--- config.mk ---
export PLATFORM = sky130hd
export DESIGN_NAME = reg_file_wb
export DESIGN_NICKNAME = d
export VERILOG_FILES = /design/src/rtl/reg_file_wb.sv
export SDC_FILE = /design/constraint.sdc
export NUM_CORES = 1
export LEC_CHECK = 0
export BUFFER_PORTS_ARGS = -buffer_cell sky130_fd_sc_hd__buf_2
export CAP_MARGIN = 40
export CORE_MARGIN = 2
export CORE_UTILIZATION = 24
export DETAILED_ROUTE_END_ITERATION = 6
export GPL_TIMING_DRIVEN = 0
export PLACE_DENSITY = 0.35
export SLEW_MARGIN = 20
export SYNTH_ARGS = -nofsm -noshare
export SYNTH_HDL_FRONTEND = slang
export SYNTH_SLANG_ARGS = --single-unit
--- constraint.sdc ---
create_clock -name CLK -period 2.6 [get_ports CLK]
set_clock_uncertainty 0.2 [all_clocks]
set_input_delay 0.52 -clock CLK [delete_from_list [all_inputs] [get_ports CLK]]
set_output_delay 0.52 -clock CLK [all_outputs]
set_load 0.03 [all_outputs]
--- src/rtl/reg_file_wb.sv ---
// -----------------------------------------------------------------------------
// reg_file_wb
//   8 x 8-bit register file for the ALU write-back path. One write port and
//   two independent combinational read ports. After reset a clear sequence
//   walks the array, zeroing one register per clock. While it runs, BUSY is
//   high, the read ports return zero and writes are refused.
//
// Parameters
//   BYPASS       1: a same-cycle write is forwarded to a matching read port
//                0: read ports show the stored value only
//
// Ports
//   CLK          single clock; all state changes on the rising edge
//   RESET        synchronous, active-low reset
//   IN[7:0]      write-back data
//   INADDRESS    destination register index
//   WRITE        write request, sampled on the rising edge
//   OUT1ADDRESS  read port 1 index
//   OUT2ADDRESS  read port 2 index
//   REGOUT1      read port 1 data
//   REGOUT2      read port 2 data
//   BUSY         clear sequence in progress
//   ZFLAG        last accepted write data was zero
//   DROP         one-cycle pulse: a write was refused during the clear
// -----------------------------------------------------------------------------
module reg_file_wb #(
  parameter int BYPASS = 0
) (
  input  logic       CLK,
  input  logic       RESET,
  input  logic [7:0] IN,
  input  logic [2:0] INADDRESS,
  input  logic       WRITE,
  input  logic [2:0] OUT1ADDRESS,
  input  logic [2:0] OUT2ADDRESS,
  output logic [7:0] REGOUT1,
  output logic [7:0] REGOUT2,
  output logic       BUSY,
  output logic       ZFLAG,
  output logic       DROP
);

  localparam int   DATA_W = 8;
  localparam bit   BYP    = (BYPASS != 0);

  localparam logic CLEAR  = 1'b0;
  localparam logic READY  = 1'b1;

  logic              state;
  logic [2:0]        cnt;
  logic              zflag_r;
  logic              drop_r;
  logic [DATA_W-1:0] regs [8];

  // Control: clear-sequence FSM, zero flag and refused-write pulse.
  always_ff @(posedge CLK) begin
    if (!RESET) begin
      state   <= CLEAR;
      cnt     <= 3'd0;
      zflag_r <= 1'b0;
      drop_r  <= 1'b0;
    end else begin
      case (state)
        CLEAR: begin
          // cnt wraps 7 -> 0 on its own as the sequence completes
          cnt    <= cnt + 3'd1;
          drop_r <= WRITE;
          if (cnt == 3'd7) state <= READY;
        end
        READY: begin
          drop_r <= 1'b0;
          if (WRITE) zflag_r <= (IN == '0);
        end
        default: state <= CLEAR;
      endcase
    end
  end

  // Storage: register 0 is zeroed directly by reset; the clear sequence
  // rewrites it (and all others) once reset is released.
  always_ff @(posedge CLK) begin
    if (!RESET) begin
      regs[0] <= '0;
    end else if (state == CLEAR) begin
      regs[cnt] <= '0;
    end else if (WRITE) begin
      regs[INADDRESS] <= IN;
    end
  end

  function automatic logic [DATA_W-1:0] rd_port(
    input logic              busy_i,
    input logic [2:0]        addr,
    input logic              wr,
    input logic [2:0]        wr_addr,
    input logic [DATA_W-1:0] wr_data,
    input logic [DATA_W-1:0] stored
  );
    logic [DATA_W-1:0] r;
    if (busy_i)
      r = '0;
    else if (BYP && wr && (wr_addr == addr))
      r = wr_data;
    else
      r = stored;
    return r;
  endfunction

  assign BUSY    = (state == CLEAR);
  assign ZFLAG   = zflag_r;
  assign DROP    = drop_r;
  assign REGOUT1 = rd_port(BUSY, OUT1ADDRESS, WRITE, INADDRESS, IN, regs[OUT1ADDRESS]);
  assign REGOUT2 = rd_port(BUSY, OUT2ADDRESS, WRITE, INADDRESS, IN, regs[OUT2ADDRESS]);

endmodule
==> flow_summary.yaml <==
setup_path:
  r2r_slack_ns: 0.30
  critPathRequiredTime_ns: 1.88
  ff2ff_path_depth: 5
  cpMaxStageDelayCell: "mux4_2"
  crit_chain: "buf_6, buf_12, mux4_2, mux2i_1, nor2_1, buf_2"
  crit_arrival_ns: 1.86
  rr_startpoint: "state"
  endpoint_kind: "output port"
  endpoint: "REGOUT1[7]"
  start_kind: "input port"
  critPathMaxFanout: 10
  rr_endpoint: "regs[5][0]"
  worstSetupPathType: "input port to output port"
  crit_path_start: "OUT1ADDRESS[0]"
  cpPeakStageDelay_ns: 0.52
global_route:
  grt_pass1_vias: 2107
  grt_pass1_wl_um: 13370
  antenna_found_initial: 0
  grt_usage_pct: 11.97
  grt_max_degree: 12
  grt-ovfl-total: 0
floorplan:
  pin_count: 39
  num_rows: 44
  dieArea_um2: 15500
  initial_core_util_pct: 24.25
  die_height_um: 124.5
  fp.dieW_um: 124.5
  core_um2: 14370
layout:
  nets: 266
  layout-drive-gt1-share_pct: 32.53
  n_antenna_cell: 0
  fin_util_pct: 29.88
  syn_to_final_growth_pct: 23.20
  fillerInstances: 1430
cts:
  clkSlewWorstSetupHoldPaths_ns: 0.05
  cts_tree: "done"
  h-tree-depth: 3
  clk_latency_ns: 0.32
  cts_buffers: 9
  clockBufferDepth: 2
  post_cts_buffers: 0
  root_buffer: "clkbuf_16"
  cts.sinks: 70
detailed_routing:
  routed_via_density: 4.656
  first_iter_violations: 70
  vias: 2016
  wirelength_um: 9049
  drt_first_pass_iters: 4
  drc_errors: 0
  wl_per_cell_um: 20.90
  antenna_left: 0
synthesis:
  synth_cell_types: 25
  synth_seq_cells: 70
  seq_area_frac_synth_pct: 58.60
  avgSynthCellArea_um2: 18.05
  synth_nets: 215
  synth_area_um2: 3485
  syn_inst: 193
  yosys_warnings: 0
timing:
  fin_crit_ns: 2.578
  slew_headroom_pct: 52.60
  rsz0062_at_grt: "true"
  fmax_ghz: 0.3879
  hold_viol: 0
  maxSlewViolCount: 0
  tns_ns: 0
  worst_slew_pin_slew_ns: 0.7036
  finalCritPeriodShare_pct: 99.15
  setup_viol: 0
placement:
  gp_congestion: 0.7156
  portBuffers: 32
  place_hpwl_um: 6554
outcome:
  status: "finished clean"
hold_path:
  hp-class: "flop to flop"
  worstHoldPathCells: 2
power_and_ir_drop:
  max-vdd-ir-drop_mv: 0.3465
  power_density_nw_per_um2: 610.0
  p_leak_nw: 1.465
flow_run:
  drv_cap: 0
==> how the worst min path moves through the flow <==
stage,from,to
5_1_grt,ZFLAG,ZFLAG
6_report,ZFLAG,ZFLAG
3_3_place_gp,ZFLAG,ZFLAG
3_5_place_dp,ZFLAG,ZFLAG
2_1_floorplan,cnt[0],cnt[0]
4_1_cts,ZFLAG,ZFLAG
==> state kept, by name, indices dropped and copies added (netlist names) <==
signal and count:
regs 64, cnt 3, DROP 1, ZFLAG 1, state 1
==> cells by family after synthesis <==
group / Yosys count / share of synthesized area (%)
fa+ha+maj: 2 / 0.7180
simple gates: 49 / 7.182
mux: 50 / 28.76
compound gates: 8 / 1.616
buf+inv: 14 / 3.124
flops: 70 / 58.60
==> stage by stage <==
step                setup WS, ns  instance area [um2]  instances  total power [W]  hold WS, ns
global placement         -0.7945                 3875        409         0.001529       0.2683
detailed placement       -0.2955                 3998        417         0.001541       0.2641
global route           -0.005369                 4293        433         0.002715       0.2961
finish                   0.02198                 4293        433         0.002619       0.2687
floorplan                 0.2674                 3485        193         0.001450       0.2834
CTS                      0.02920                 4287        433         0.002651       0.2736
==> critical path, delay by kind of cell <==
kind / cells / cell delay (ns)
buf+inv: 3 / 0.49
simple gates: 1 / 0.08
mux: 2 / 0.76
==> report_power, final <==
part	switching (W)	internal [W]	leakage (nW)	total, W
clock network	0.000406	0.000696	0.134	0.00110
logic	0.000118	0.000117	0.761	0.000235
registers	0.0000197	0.00126	0.571	0.00128
==> routing by layer <==
layer / share of wire [%] / wire length (um) / up-vias / global-route usage (%)
met2: 50 / 4500 / 46 / 20.32
met3: 2.9 / 263 / 11 / 1.847
met5: 0 / 0 / - / 0
met1: 46 / 4141 / 1038 / 15.43
li1: - / - / 921 / -
met4: 1.6 / 144 / 0 / 4.560
==> synthesized netlist by cell type <==
| cell type | n | share of area, % |
|---|---|---|
| edfxtp_1 | 64 | 55 |
| mux4_1 | 27 | 20 |
| mux2i_1 | 18 | 5.2 |
| nor2_1 | 17 | 1.8 |
| and2_1 | 8 | 1.4 |
| nor3_1 | 8 | 1.1 |
| dfxtp_1 | 6 | 3.4 |
| and3_1 | 5 | 0.90 |
| mux4_2 | 5 | 3.2 |
| nor2b_1 | 5 | 0.90 |
| buf_2 | 4 | 0.57 |
| clkbuf_1 | 4 | 0.43 |
| o21a_1 | 3 | 0.65 |
| o21ai_0 | 3 | 0.43 |
| buf_12 | 2 | 1.1 |
| buf_6 | 2 | 0.65 |
| ha_1 | 2 | 0.72 |
| nand2_1 | 2 | 0.22 |
| nor4_1 | 2 | 0.36 |
| a21boi_0 | 1 | 0.22 |
| buf_4 | 1 | 0.22 |
| clkinv_1 | 1 | 0.11 |
| nand4_1 | 1 | 0.18 |
| nor3b_1 | 1 | 0.22 |
| o221a_2 | 1 | 0.32 |
==> what timing repair did <==
item	CTS	global route
resized for setup	8	4
endpoints found under the setup margin	17	3
hold buffers	0	0
==> layout by cell type (no fill, tap or decap), types with 3 or more instances in the layout <==
master / Yosys / routed
dfxtp_1: 6 / 6
and3_1: 5 / 5
edfxtp_1: 64 / 64
o21ai_0: 3 / 3
clkbuf_1: 4 / 5
nor2b_1: 5 / 5
nor3_2: 0 / 8
o21a_1: 3 / 3
buf_2: 4 / 33
buf_4: 1 / 4
mux4_1: 27 / 26
buf_6: 2 / 9
nor2_1: 17 / 17
clkbuf_16: 0 / 9
mux2i_1: 18 / 17
and2_1: 8 / 8
mux4_2: 5 / 6
==> cell type report <==
cell class / instances / area, um2 / area share [%]
Sequential cell: 70 / 2042 / 47.57
Timing Repair Buffer: 40 / 242.7 / 5.654
Inverter: 1 / 8.758 / 0.2040
Multi-Input combinational cell: 109 / 1374 / 32.00
Buffer: 13 / 122.6 / 2.856
Tap cell: 184 / 230.2 / 5.363
Clock buffer: 15 / 267.8 / 6.237
Clock inverter: 1 / 5.005 / 0.1166
Power figures use the tool's default switching activity.
